[src/rtl/fifo_write_arbiter_if.sv]
// Producer-side bus of the FIFO write arbiter: per-producer requests and bytes in,
// one-hot grant plus the FIFO write strobe/data out.
interface fifo_write_arbiter_if #(
    parameter int unsigned NUM_REQ = 4
);
    localparam int unsigned OWNER_W = $clog2(NUM_REQ);

    logic [NUM_REQ-1:0]   in_req;
    logic [NUM_REQ*8-1:0] in_req_data;
    logic                 in_fifo_is_full;
    logic [NUM_REQ-1:0]   out_gnt;
    logic                 out_fifo_write_ctrl;
    logic [7:0]           out_fifo_write_data;
    logic [OWNER_W-1:0]   out_owner;
    logic                 out_locked;

    modport master (
        output in_req, in_req_data, in_fifo_is_full,
        input  out_gnt, out_fifo_write_ctrl, out_fifo_write_data, out_owner, out_locked
    );

    modport slave (
        input  in_req, in_req_data, in_fifo_is_full,
        output out_gnt, out_fifo_write_ctrl, out_fifo_write_data, out_owner, out_locked
    );
endinterface

[src/rtl/fifo_write_arbiter.sv]
// Round-robin arbiter with burst locking that shares one FIFO write port among
// NUM_REQ producers; grants are combinational so a byte is consumed in the cycle it is granted.
module fifo_write_arbiter #(
    parameter int unsigned NUM_REQ   = 4,
    parameter int unsigned MAX_BURST = 4
) (
    input  logic                  clk,
    input  logic                  rst,
    fifo_write_arbiter_if.slave   bus
);
    localparam int unsigned OWNER_W = $clog2(NUM_REQ);
    localparam int unsigned BCNT_W  = $clog2(MAX_BURST + 1);

    typedef enum logic {
        IDLE  = 1'b0,
        BURST = 1'b1
    } state_e;

    state_e               state_q, state_d;
    logic [OWNER_W-1:0]   owner_q, owner_d;
    logic [OWNER_W-1:0]   rr_ptr_q, rr_ptr_d;
    logic [BCNT_W-1:0]    burst_cnt_q, burst_cnt_d;

    logic [OWNER_W-1:0]   win_idx;
    logic                 win_vld;
    logic [OWNER_W-1:0]   cand;
    int unsigned          pos;
    logic [BCNT_W-1:0]    cnt_inc;
    logic [NUM_REQ-1:0]   gnt;
    logic [7:0]           wdata;

    function automatic logic [OWNER_W-1:0] next_idx(input logic [OWNER_W-1:0] idx);
        return (idx == OWNER_W'(NUM_REQ - 1)) ? '0 : idx + OWNER_W'(1);
    endfunction

    // First requester at or after rr_ptr, wrapping explicitly for non-power-of-2 counts
    always_comb begin
        win_idx = '0;
        win_vld = 1'b0;
        pos     = 0;
        cand    = '0;
        for (int unsigned k = 0; k < NUM_REQ; k++) begin
            pos = 32'(rr_ptr_q) + k;
            if (pos >= NUM_REQ) pos = pos - NUM_REQ;
            cand = OWNER_W'(pos);
            if (!win_vld && bus.in_req[cand]) begin
                win_vld = 1'b1;
                win_idx = cand;
            end
        end
    end

    always_comb begin
        state_d     = state_q;
        owner_d     = owner_q;
        rr_ptr_d    = rr_ptr_q;
        burst_cnt_d = burst_cnt_q;
        gnt         = '0;
        cnt_inc     = burst_cnt_q + BCNT_W'(1);
        case (state_q)
            IDLE: begin
                if (!bus.in_fifo_is_full && win_vld) begin
                    gnt[win_idx] = 1'b1;
                    burst_cnt_d  = BCNT_W'(1);
                    if (MAX_BURST == 1) begin
                        rr_ptr_d = next_idx(win_idx);
                    end else begin
                        state_d = BURST;
                        owner_d = win_idx;
                    end
                end
            end
            BURST: begin
                if (bus.in_req[owner_q]) begin
                    // Full stalls the owner in place; nobody else may slip in
                    if (!bus.in_fifo_is_full) begin
                        gnt[owner_q] = 1'b1;
                        burst_cnt_d  = cnt_inc;
                        if (cnt_inc == BCNT_W'(MAX_BURST)) begin
                            state_d     = IDLE;
                            rr_ptr_d    = next_idx(owner_q);
                            burst_cnt_d = '0;
                        end
                    end
                end else begin
                    state_d     = IDLE;
                    rr_ptr_d    = next_idx(owner_q);
                    burst_cnt_d = '0;
                end
            end
            default: state_d = IDLE;
        endcase
    end

    always_ff @(posedge clk or posedge rst) begin
        if (rst) begin
            state_q     <= IDLE;
            owner_q     <= '0;
            rr_ptr_q    <= '0;
            burst_cnt_q <= '0;
        end else begin
            state_q     <= state_d;
            owner_q     <= owner_d;
            rr_ptr_q    <= rr_ptr_d;
            burst_cnt_q <= burst_cnt_d;
        end
    end

    always_comb begin
        wdata = '0;
        for (int unsigned i = 0; i < NUM_REQ; i++) begin
            if (gnt[i]) wdata = bus.in_req_data[8*i +: 8];
        end
    end

    // Reset blanks the outputs immediately, even between clock edges
    assign bus.out_gnt             = rst ? '0 : gnt;
    assign bus.out_fifo_write_ctrl = ~rst & (|gnt);
    assign bus.out_fifo_write_data = rst ? 8'h00 : wdata;
    assign bus.out_owner           = (!rst && state_q == BURST) ? owner_q : '0;
    assign bus.out_locked          = ~rst & (state_q == BURST);

endmodule

[src/flat_wrapper.sv]
// flat-port wrapper written by rule: the top's interface ports become plain ports
module fifo_write_arbiter_flat 
#(
    parameter int unsigned NUM_REQ   = 4,
    parameter int unsigned MAX_BURST = 4
)
  (clk, rst, bus_in_req, bus_in_req_data, bus_in_fifo_is_full, bus_out_gnt, bus_out_fifo_write_ctrl, bus_out_fifo_write_data, bus_out_owner, bus_out_locked);
  fifo_write_arbiter_if #(.NUM_REQ(NUM_REQ)) bus_i ();
  input  logic clk;
  input  logic rst;
  input wire logic [$bits(bus_i.in_req)-1:0] bus_in_req;
  input wire logic [$bits(bus_i.in_req_data)-1:0] bus_in_req_data;
  input wire logic [$bits(bus_i.in_fifo_is_full)-1:0] bus_in_fifo_is_full;
  output wire logic [$bits(bus_i.out_gnt)-1:0] bus_out_gnt;
  output wire logic [$bits(bus_i.out_fifo_write_ctrl)-1:0] bus_out_fifo_write_ctrl;
  output wire logic [$bits(bus_i.out_fifo_write_data)-1:0] bus_out_fifo_write_data;
  output wire logic [$bits(bus_i.out_owner)-1:0] bus_out_owner;
  output wire logic [$bits(bus_i.out_locked)-1:0] bus_out_locked;
  assign bus_i.in_req = bus_in_req;
  assign bus_i.in_req_data = bus_in_req_data;
  assign bus_i.in_fifo_is_full = bus_in_fifo_is_full;
  assign bus_out_gnt = bus_i.out_gnt;
  assign bus_out_fifo_write_ctrl = bus_i.out_fifo_write_ctrl;
  assign bus_out_fifo_write_data = bus_i.out_fifo_write_data;
  assign bus_out_owner = bus_i.out_owner;
  assign bus_out_locked = bus_i.out_locked;
  fifo_write_arbiter #(.NUM_REQ(NUM_REQ), .MAX_BURST(MAX_BURST)) u_core (.clk(clk), .rst(rst), .bus(bus_i));
endmodule
[config.mk]
export PLATFORM = sky130hd
export DESIGN_NAME = fifo_write_arbiter_flat
export DESIGN_NICKNAME = d
export VERILOG_FILES = /design/src/rtl/fifo_write_arbiter_if.sv /design/src/rtl/fifo_write_arbiter.sv /design/src/flat_wrapper.sv
export SDC_FILE = /design/constraint.sdc
export NUM_CORES = 1
export LEC_CHECK = 0
export CAP_MARGIN = 20
export CELL_PAD_IN_SITES_DETAIL_PLACEMENT = 1
export CELL_PAD_IN_SITES_GLOBAL_PLACEMENT = 1
export CORE_AREA = 2 2 88 48
export DETAILED_ROUTE_END_ITERATION = 10
export DIE_AREA = 0 0 90 50
export MAX_ROUTING_LAYER = met4
export PLACE_DENSITY_LB_ADDON = 0.1
export SETUP_SLACK_MARGIN = 0.5
export SKIP_LAST_GASP = 1
export SYNTH_ARGS = -nofsm -noshare
export SYNTH_HDL_FRONTEND = slang
export SYNTH_SLANG_ARGS = --single-unit
[constraint.sdc]
create_clock -name clk -period 4.6 [get_ports clk]
set_input_delay 0.69 -clock clk [delete_from_list [all_inputs] [get_ports clk]]
set_output_delay 0.69 -clock clk [all_outputs]
set_load 0.01 [all_outputs]
Word level (Yosys, flattened, before mapping)

Cells that the tools add are included.

Multiply operators: 0
Order comparisons: 12
Shift operators: 0
Reduce and logical (&&, ||, !) cells: 16
Equal/unequal tests: 6
Divide/modulo/power cells: 0
Bitwise logic cells: 4
$add $sub $neg: 9
Muxes and demuxes: 51

Operators by type and width:

| cell                                                                   | count |
|---|---|
| 8-bit two-way mux                                                      | 5 |
| 2-bit two-way mux                                                      | 13 |
| 2-bit by 3-bit < comparator with 1-bit output (second input constant)  | 6 |
| 4-bit two-way mux                                                      | 4 |
| 1-bit two-way mux                                                      | 15 |
| 3-bit two-way mux                                                      | 4 |
| 1-bit binary-select mux with 2-bit select                              | 5 |
| 3-bit >= comparator (second input constant)                            | 3 |
| 4-bit case mux with 2 select lines                                     | 1 |
| 2-bit by 1-bit subtractor with 2-bit output (second input constant)    | 4 |
| 1-bit logical AND                                                      | 7 |
| 2-bit by 2-bit adder with 3-bit output (second input constant)         | 2 |
| 3-bit case mux with 2 select lines                                     | 1 |
| 1-bit logical NOT                                                      | 5 |
| 1-bit demux with 2-bit select                                          | 2 |
| 2-bit by 1-bit >= comparator with 1-bit output (second input constant) | 2 |
| 2-bit inequality test (second input constant)                          | 2 |
| 2-bit AND reduction                                                    | 2 |
| 4-bit OR reduction                                                     | 1 |
| 2-bit by 1-bit adder with 3-bit output (second input constant)         | 1 |
| 3-bit by 1-bit adder with 3-bit output (second input constant)         | 1 |
| 3-bit equality test (second input constant)                            | 1 |
| 2-bit by 3-bit >= comparator with 1-bit output (second input constant) | 1 |
| 3-bit inequality test (second input constant)                          | 1 |
| other kinds (7)                                                        | 9 |

Output and inout bits: 16
ROM bits: 0
Register bits after elaboration: 8
Memories kept: 0
RAM bits: 0
Latch bits: 0

Logic depth before layout (Yosys ltp)

Depth in word-level cells: 25
Gate-level depth with buffers: 7
Gate-level depth less buffers: 7

Worst setup path after synthesis

No wires, ideal clock.

Path kind: input port to output port
Start: in bus_in_req[0]
End: out bus_out_fifo_write_data[0]
Data required time: 3.910 ns
Cell stages on the path: 6
Arrival time: 1.978 ns
Path slack: 1.932 ns
Path through: nor4_2 nor3_4 a32o_1 buf_2 a221oi_1 o32ai_1

Word-level cells in the longest chain between the ends: 23
Elaborated cells on any way between the ends: 38
Those cells by class: 2 x order compare; 28 x mux; 8 x reduce/logical

RTL lines:

| element                                   | line                      | RTL |
|---|---|---|
| start, declared                           | flat_wrapper.sv:11        | `input wire logic [$bits(bus_i.in_req)-1:0] bus_in_req;` |
| 1-bit binary-select mux with 2-bit select | fifo_write_arbiter.sv:46  | `if (!win_vld && bus.in_req[cand]) begin` |
| 1-bit two-way mux (not written as such)   | fifo_write_arbiter.sv:46  |  |
| 1-bit two-way mux                         | fifo_write_arbiter.sv:46  |  |
| 1-bit logical NOT                         | fifo_write_arbiter.sv:46  |  |
| 1-bit logical AND                         | fifo_write_arbiter.sv:46  |  |
| 1-bit two-way mux                         | fifo_write_arbiter.sv:46  |  |
| 1-bit logical NOT                         | fifo_write_arbiter.sv:46  |  |
| 1-bit logical AND                         | fifo_write_arbiter.sv:46  |  |
| (+5 left out)                             | --                        |  |
| 1-bit logical AND (not written as such)   | fifo_write_arbiter.sv:63  | `gnt[win_idx] = 1'b1;` |
| 1-bit two-way mux (not written as such)   | fifo_write_arbiter.sv:63  |  |
| 1-bit demux with 2-bit select             | --                        |  |
| 4-bit two-way mux                         | fifo_write_arbiter.sv:62  | `if (!bus.in_fifo_is_full && win_vld) begin` |
| 4-bit case mux with 2 select lines *      | fifo_write_arbiter.sv:60  | `case (state_q)` |
| 8-bit two-way mux (3 in a row)            | fifo_write_arbiter.sv:112 | `if (gnt[i]) wdata = bus.in_req_data[8*i +: 8];` |
| 8-bit two-way mux *                       | fifo_write_arbiter.sv:112 |  |
| 8-bit two-way mux *                       | fifo_write_arbiter.sv:119 | `assign bus.out_fifo_write_data = rst ? 8'h00 : wdata;` |
| end, declared                             | flat_wrapper.sv:16        | `output wire logic [$bits(bus_i.out_fifo_write_data)-1:0] bus_out_fifo_write_data;` |

Every way passes the cells marked *; elsewhere a longest branch is shown, timed or not. The select of a mux whose other input is x is not followed.

Final worst setup path

Start: in bus_in_req[1]
End: out bus_out_fifo_write_data[3]

The elaborated chain is that of the path after synthesis.

==> results.md <==
- Area delta synth->final: 73.3%
- Yosys top cell area share: 18.2%
- Area contributors post-synth: dfrtp_1 (18%), o211a_1 (7.3%), ha_1 (6.8%)
- Worst-case reg-to-reg path depth: 6
- Routed wire length per instance: 20.1 um
- Yosys reg bits: 8
- Antenna Violating Nets Remaining: 0
- Final non-filler cell total: 244
- Gr usage total: 19.6%
- P per Cell Area: 447 nW/um2
- Ratio of cells with drive above 1 in the final layout: 17.4%
- TritonCTS clock tree: built
- Drt first pass iters: 4
- TritonCTS Buffers: 3
- Layout fillers: 464
- # nets final: 237
- Post-synth top area cell: dfrtp_1
- Syn_nets: 171
- Worst-margin pin slew: 0.616 ns
- Kind of critical path: in2out
- First-pass GRT wire length: 6.73 mm
- GRT Residual Overflow: 0
- Final Hold Fails: 0
- Largest net degree at the start of global routing: 19
- Initial Utilization: 29.5%
- Max_cap viols: 0
- Vias post-DR: 1,347
- Final setup fails: 0
- Crit path DAT: 3.29 ns
- # DRC: 0
- Worst r2r dst: u_core.rr_ptr_q[0]
- Commonest cells after routing, fill and taps aside: clkdlybuf4s50_1 (50), inv_1 (14), buf_4 (10)
- Min-Delay Path Class: reg2reg
- RSZ-0062 raised after global routing: no
- Sequential cell area fraction in the yosys report: 18.2%
- Critical path peak fanout: 7
- Root buffer cell: clkbuf_8
- Bufs on Longest Clock Path: 2
- Port Buffers: 54
- Die height: 50 um
- Peak supply drop: 210 uV
- Reg2Reg Launch Point: u_core.owner_q[0]
- Die outline width: 90 um
- HPWL Detailed: 3.31 mm
- Initial DRC count: 50
- Startpoint types: primary input
- R2R Setup Slk: 2.76 ns
- Commonest non-fill, non-tap cell in the layout: clkdlybuf4s50_1
- Clock Skew: 0.00104 ns
- Vias per cell: 5.52
- I/O Pins: 55
- Req. time, crit path: 3.91 ns
- Worst slew margin: 58.9%
- Clk slew on worst S/H paths: 0.04 ns
- Total core area: 3720 um2
- Placer congestion estimate: 0.737
- Final period utilization: 86.4%
- Die area: 4500 um2
- Initial antenna violation count: 0
- Final min period: 3.98 ns
- Final Max Slew Viols: 0
- Num rows: 16
- Leakage: 0.000789 uW
- Cell Area, Synth: 1100 um2
- Worst-Skew Late Latency: 0.23 ns
- Cell count after placement: 230
- Vias in the first global route: 1,338
- Antenna diodes: 0
- Worst hold path depth: 1
- Synth warn: 0
- Final core utilization: 51.1%
- H-tree levels: 1
- Hold path start: u_core.burst_cnt_q[1]
- Post-Syn Instances: 126
- Distinct cells, synth: 40
- Mapped Avg Cell Area: 8.72 um2
- Hold EP: u_core.burst_cnt_q[1]
- CTS sink count: 8
- Fmax achieved: 252 MHz
- DRT Wirelength: 4.91 mm
- Status: completed
- CP endpoint kind: output pin
- Setup_tns: 0 ns
flip-flops by register name (all words and copies together) (netlist names):
register	count
u_core.burst_cnt_q	3
u_core.state_q	1
u_core.rr_ptr_q	2
u_core.owner_q	2
synthesized netlist by cell type:
library cell,number
a21o_1,1
a21oi_1,2
a221oi_1,8
a22o_1,1
a2bb2oi_2,1
a311oi_2,1
a31oi_1,1
a32o_1,3
a32oi_2,1
and2_1,2
and2b_1,1
buf_2,2
buf_6,2
clkbuf_1,2
dfrtp_1,8
ha_1,6
inv_1,14
mux2_2,3
mux2i_1,2
nand2_1,7
nand2_2,1
nand2b_1,2
nand3_1,1
nand3b_1,2
nand4_4,1
nor2_1,9
nor3_1,2
nor3_4,1
nor3b_2,1
nor4_2,1
o211a_1,8
o211ai_1,8
o21ai_0,6
o21ai_4,1
o21bai_1,1
o2bb2ai_2,1
o32ai_1,8
or2_1,2
or2_2,1
xor2_1,1
stage by stage:
| stage | instance area (um2) | setup slack, ns | hold slack [ns] | total power, uW |
|---|---|---|---|---|
| finish | 1900 | 0.625 | 0.541 | 851 |
| floorplan | 1100 | 1.93 | 0.485 | 464 |
| global placement | 1680 | 0.423 | 0.504 | 632 |
| CTS | 1740 | 0.507 | 0.551 | 757 |
| global route | 1900 | 0.500 | 0.564 | 916 |
| detailed placement | 1680 | 0.272 | 0.524 | 651 |
report_power, final:
| group | switching, uW | internal [uW] |
|---|---|---|
| clock | 28.5 | 56.7 |
| sequential | 55.7 | 103 |
| combinational | 314 | 293 |
logic make-up (layout without fill, tap and decap cells):
logic type / count (synthesis) / in the layout / share of synthesized area (%)
flip-flops: 8 / 8 / 18.2
adder cells (fa/ha/maj): 6 / 6 / 6.83
multiplexers: 5 / 5 / 4.90
AND/OR/NAND/NOR: 34 / 35 / 19.1
AO/OA/AOI/OAI: 52 / 54 / 41.7
buffers and inverters: 20 / 81 / 8.43
XOR/XNOR: 1 / 1 / 0.797
worst max path at each step:
stage | endpoint | start | cells after the start
6_report | bus_out_fifo_write_data[3] | bus_in_req[1] | 8
5_1_grt | bus_out_fifo_write_data[0] | bus_in_req[1] | 8
4_1_cts | bus_out_fifo_write_data[5] | bus_in_fifo_is_full | 8
3_5_place_dp | bus_out_fifo_write_data[2] | bus_in_req[2] | 8
3_3_place_gp | bus_out_fifo_write_data[0] | bus_in_req[2] | 8
2_1_floorplan | bus_out_fifo_write_data[0] | bus_in_req[0] | 6
timing repair:
action / in CTS / in global routing
gates resized for setup: 2 / 12
pin swaps: 0 / 5
endpoints found under the setup margin: 10 / 9
cloned: 0 / 3
buffers inserted: 0 / 8
hold buffers: 0 / 0
critical path: stages:
cell and delay, ns:
clkdlybuf4s50_1 0.57, nor4_4 0.09, nor3_4 0.39, nand4_4 0.23, a2bb2oi_2 0.23, buf_4 0.18, o32ai_1 0.27, clkdlybuf4s50_1 0.61
area by class of cell:
cell class	instances	area (um2)	area share, %
inverter	14	52.6	2.76
timing repair buffer	64	626	32.9
multi-input combinational	101	917	48.2
clock buffer	3	41.3	2.17
sequential	8	200	10.5
tap	54	67.6	3.55
metal layers:
metal | GRT usage, % | part of all wire (%) | routed length (um) | up-vias
li1 | - | - | - | 635
met1 | 26.1 | 48 | 2360 | 655
met2 | 31.2 | 45 | 2200 | 48
met3 | 3.67 | 5.7 | 280 | 9
met4 | 4.62 | 1.4 | 68 | 0
met5 | - | 0 | 0 | -
Note: power is estimated with default switching activity, not from simulation.
